**src/rtl/conv_window_gen.sv**
```systemverilog
`default_nettype none
// ============================================================================
// Module      : conv_window_gen
// Description : Raster-order pixel feeder for a 3x3 convolution stage. Keeps
//               two previous image lines, presents a sliding 3x3 window and
//               emits the stage strobes en_1..en_5 plus a frame_done pulse.
//               Only "valid" windows (no padding) raise en_1.
// Revision    : 1.0 - initial release
// ============================================================================
module conv_window_gen #(
  parameter int IMG_W = 28,
  parameter int IMG_H = 28,
  parameter int CNT_W = 5
) (
  input  logic       clk,
  input  logic       rst_n,
  input  logic       frame_start,
  input  logic       pix_valid,
  input  logic [7:0] pix_in,
  output logic [7:0] pix_00,
  output logic [7:0] pix_01,
  output logic [7:0] pix_02,
  output logic [7:0] pix_10,
  output logic [7:0] pix_11,
  output logic [7:0] pix_12,
  output logic [7:0] pix_20,
  output logic [7:0] pix_21,
  output logic [7:0] pix_22,
  output logic       en_1,
  output logic       en_2,
  output logic       en_3,
  output logic       en_4,
  output logic       en_5,
  output logic       frame_done
);

  localparam logic [CNT_W-1:0] C_COL_LAST = CNT_W'(IMG_W - 1);
  localparam logic [CNT_W-1:0] C_ROW_LAST = CNT_W'(IMG_H - 1);
  localparam logic [CNT_W-1:0] C_TWO      = CNT_W'(2);

  logic [CNT_W-1:0] r_col;
  logic [CNT_W-1:0] r_row;
  logic [CNT_W-1:0] w_col;
  logic [CNT_W-1:0] w_row;
  logic [CNT_W-1:0] w_col_nxt;
  logic [CNT_W-1:0] w_row_nxt;
  logic             w_en1_nxt;
  logic             w_done_nxt;

  logic [7:0] r_lb0 [IMG_W];
  logic [7:0] r_lb1 [IMG_W];
  logic [7:0] r_win [3][3];
  logic [5:1] r_en;
  logic       r_frame_done;

  // Position of the current pixel (frame_start makes it (0,0)) and the counter advance.
  always_comb begin
    w_col      = frame_start ? '0 : r_col;
    w_row      = frame_start ? '0 : r_row;
    w_col_nxt  = w_col;
    w_row_nxt  = w_row;
    w_en1_nxt  = 1'b0;
    w_done_nxt = 1'b0;
    if (pix_valid) begin
      if (w_col == C_COL_LAST) begin
        w_col_nxt = '0;
        w_row_nxt = (w_row == C_ROW_LAST) ? '0 : w_row + CNT_W'(1);
      end else begin
        w_col_nxt = w_col + CNT_W'(1);
      end
      w_en1_nxt  = (w_row >= C_TWO) && (w_col >= C_TWO);
      w_done_nxt = (w_row == C_ROW_LAST) && (w_col == C_COL_LAST);
    end
  end

  // Column/row counters.
  always_ff @(posedge clk or negedge rst_n) begin
    if (!rst_n) begin
      r_col <= '0;
      r_row <= '0;
    end else begin
      r_col <= w_col_nxt;
      r_row <= w_row_nxt;
    end
  end

  // Line buffers: no reset, each entry is written before the window can expose it.
  always_ff @(posedge clk) begin
    if (pix_valid) begin
      r_lb1[w_col] <= r_lb0[w_col];
      r_lb0[w_col] <= pix_in;
    end
  end

  // Sliding window: shift left, new right column from the pre-write line buffer values.
  always_ff @(posedge clk or negedge rst_n) begin
    if (!rst_n) begin
      for (int r = 0; r < 3; r++) begin
        for (int c = 0; c < 3; c++) begin
          r_win[r][c] <= 8'd0;
        end
      end
    end else if (pix_valid) begin
      for (int r = 0; r < 3; r++) begin
        r_win[r][0] <= r_win[r][1];
        r_win[r][1] <= r_win[r][2];
      end
      r_win[0][2] <= r_lb1[w_col];
      r_win[1][2] <= r_lb0[w_col];
      r_win[2][2] <= pix_in;
    end
  end

  // Stage strobe chain and end-of-frame pulse; the chain shifts regardless of pix_valid.
  always_ff @(posedge clk or negedge rst_n) begin
    if (!rst_n) begin
      r_en         <= '0;
      r_frame_done <= 1'b0;
    end else begin
      r_en         <= {r_en[4:1], w_en1_nxt};
      r_frame_done <= w_done_nxt;
    end
  end

  assign pix_00     = r_win[0][0];
  assign pix_01     = r_win[0][1];
  assign pix_02     = r_win[0][2];
  assign pix_10     = r_win[1][0];
  assign pix_11     = r_win[1][1];
  assign pix_12     = r_win[1][2];
  assign pix_20     = r_win[2][0];
  assign pix_21     = r_win[2][1];
  assign pix_22     = r_win[2][2];
  assign en_1       = r_en[1];
  assign en_2       = r_en[2];
  assign en_3       = r_en[3];
  assign en_4       = r_en[4];
  assign en_5       = r_en[5];
  assign frame_done = r_frame_done;

endmodule
`default_nettype wire
```
**config.mk**
```make
export PLATFORM = sky130hd
export DESIGN_NAME = conv_window_gen
export DESIGN_NICKNAME = d
export VERILOG_FILES = /design/src/rtl/conv_window_gen.sv
export SDC_FILE = /design/constraint.sdc
export NUM_CORES = 1
export LEC_CHECK = 0
export CORE_MARGIN = 2
export CORE_UTILIZATION = 63
export DETAILED_ROUTE_END_ITERATION = 8
export PLACE_DENSITY_LB_ADDON = 0.2
export SYNTH_ARGS = -nofsm -noshare
export SYNTH_HDL_FRONTEND = slang
export SYNTH_SLANG_ARGS = --single-unit
```
**constraint.sdc**
```tcl
create_clock -name clk -period 5 [get_ports clk]
set_clock_uncertainty 0.1 [all_clocks]
set_input_delay 0.5 -clock clk [delete_from_list [all_inputs] [get_ports clk]]
set_output_delay 0.5 -clock clk [all_outputs]
set_load 0.01 [all_outputs]
```
==> impl_metrics.json <==
{
  "status": "complete, no violations",
  "drt_iter0_drc": 1765,
  "maxCapViolations": 0,
  "postCtsSetupRepairBufs": 0,
  "avgViaCountPerCell": 6.70,
  "fp.dieH_um": 187,
  "path_max_fanout": 28,
  "pin_count": 90,
  "crit_type": "flop to flop",
  "cts_max_path_buffers": 3,
  "grt.busiest_layer": "met2",
  "diodes": 0,
  "fin_crit_ps": 4190,
  "final_cells": 1903,
  "syn_to_final_growth_pct": 14.7,
  "synth-seq-cells": 536,
  "synth_flop_cell": "edfxtp_1",
  "grt.met2_usage": 0.469,
  "crit_path_end_kind": "flop",
  "initial_utilization": 0.634,
  "drc": 0,
  "synth.distinct_cells": 71,
  "vias": 12700,
  "wl_per_cell_um": 27.6,
  "post_cts_resized": 0,
  "grt_pass1_vias": 12500,
  "hpwlAfterDp_um": 31000,
  "stdcell_area_um2": 24200,
  "required_ps": 5240,
  "place_area_um2": 22500,
  "antenna_found_initial": 0,
  "crit_arrival_ps": 4430,
  "wl_um": 52500,
  "cts_root_buffer": "clkbuf_16",
  "reg2reg_from": "r_col[2]",
  "hold_viol_final": 0,
  "power.density_nw_per_um2": 422,
  "min_period_over_period": 0.838,
  "die_area_um2": 35000,
  "ir_drop_v": 0.000275,
  "utilization": 0.727,
  "crit_path_start_kind": "flop",
  "ys_warn_count": 0,
  "grt_pass1_wl_um": 78200,
  "numCtsBuffers": 52,
  "clock_latency_ps": 580,
  "setup_violations": 0,
  "met3_usage": 0.0784,
  "final_cell_mix": "448 x edfxtp_1, 95 x mux2_2, 90 x nand2_1",
  "worstReg2RegEnd": "r_lb1[8][2]",
  "fmax_ghz": 0.239,
  "clk_pin_slew_ps": 70,
  "finalMaxSlewViolations": 0,
  "timing.hold.ws_ps": 255,
  "ys_seq_area_frac": 0.742,
  "setup-tns-final_ps": 0,
  "avgSynthCellArea_um2": 16.3,
  "syn_nets": 1309,
  "rsz0062_at_grt": "false",
  "worst_pin_slew_ps": 1330,
  "cts_tree": "yes",
  "drive_gt1_frac": 0.175,
  "finalNetCount": 1425,
  "place_congestion": 0.925,
  "p_leak_nw": 8.21,
  "globalRouteMet1Util": 0.413,
  "dr.pass1.iters": 7,
  "portBuffers": 89,
  "rows": 67,
  "reg2reg_depth": 6,
  "overflow": 0,
  "clock-sinks": 536,
  "grt_use_total": 0.302,
  "slew_headroom": 0.0884,
  "dp_cells": 1805,
  "grt_max_degree": 69,
  "syn_inst": 1296,
  "hp-class": "input port to asynchronous set/reset pin",
  "synth_edf_count": 448,
  "ant_nets": 0,
  "cts_max_level": 2,
  "netlist_area_um2": 21100,
  "core_area_um2": 33300,
  "layout_commonest_cell": "edfxtp_1",
  "r2r_slack_ps": 810,
  "die_w_um": 187,
  "synthArstFlopShare": 0.164
}
[worst max path at each step]
stage,start,to,cells past startpoint
final,r_col[2],r_lb1[8][2],6
after global routing,r_col[2],r_lb1[15][2],6
after global placement,r_col[1],r_lb1[11][2],7
after CTS,r_col[2],r_lb1[15][2],6
after detailed placement,r_col[2],r_lb1[10][2],6
after floorplan,frame_start,r_lb0[24][0],9
[worst max-delay path, cell delays in order, from the launching register on]
cell and delay (ps):
dfrtp_1 970, nor2_1 510, a221o_1 460, a2111oi_0 1120, nor4_1 250, nand2_1 160, buf_4 340
[registers in the layout, indices dropped and copies added (netlist names)]
name	count
pix_11	8
r_lb1	224
r_col	5
pix_00	8
r_en	5
pix_12	8
r_row	5
frame_done	1
pix_22	8
r_lb0	224
pix_01	8
pix_21	8
pix_02	8
pix_20	8
pix_10	8
[power breakdown]
| part | internal, mW | switching [mW] | leakage (nW) |
|---|---|---|---|
| Combinational | 0.508 | 0.662 | 2.33 |
| Clock | 2.20 | 1.60 | 0.801 |
| Sequential | 5.08 | 0.148 | 5.08 |
[layer usage]
| layer | vias up | part of all wire | routed length [µm] |
|---|---|---|---|
| met5 | - | 0 | 0 |
| met4 | 0 | 0.041 | 2150 |
| met3 | 171 | 0.12 | 6320 |
| met2 | 919 | 0.47 | 24500 |
| met1 | 6324 | 0.37 | 19500 |
| li1 | 5329 | - | - |
[cell type report]
type	instances	area (µm²)
Sequential cell	536	15700
Fill cell	2054	9100
Multi-Input combinational cell	668	4970
Clock buffer	68	1380
Timing Repair Buffer	148	1330
Tap cell	448	561
Clock inverter	29	259
Inverter	6	22.5
[metrics by stage]
step / setup slack, ps / power, mW
floorplan: 1700 / 5.91
global placement: 1240 / 6.43
detailed placement: 1220 / 6.47
CTS: 1110 / 10.2
global route: 821 / 10.5
finish: 810 / 10.2
[kinds of logic (layout without fill, tap and decap cells)]
family,after synthesis,in the layout,share of synthesized area
AOI/OAI and AO/OA,223,223,0.0781
xor gates and xnor gates,3,3,0.00125
adders and majority gates,1,1,0.000593
buffers and inverters,92,251,0.0227
DFF,536,536,0.742
muxes,164,164,0.0910
and+or+nand+nor,277,277,0.0641
[repair_timing]
action | in CTS | in global routing
hold buffers | 1 | 0
setup endpoints to repair | 0 | 0
endpoints found under the hold margin | 20 | 0
[cell usage after synthesis, types with 12 or more instances]
| library cell | instances | area [µm²] |
|---|---|---|
| nor3_1 | 22 | 110 |
| a222oi_1 | 13 | 130 |
| nor2b_1 | 23 | 144 |
| buf_2 | 34 | 170 |
| nand2_1 | 90 | 338 |
| mux4_2 | 12 | 270 |
| edfxtp_1 | 448 | 13500 |
| a31oi_1 | 22 | 138 |
| dfrtp_1 | 88 | 2200 |
| nor2_1 | 69 | 259 |
| a221oi_1 | 18 | 158 |
| a21oi_1 | 32 | 160 |
| and2_1 | 17 | 106 |
| a211oi_1 | 34 | 255 |
| o21ai_0 | 27 | 135 |
| mux2i_1 | 54 | 541 |
| clkbuf_1 | 33 | 124 |
| a311oi_1 | 13 | 114 |
| mux2_2 | 95 | 1070 |
Power figures use the tool's default switching activity.
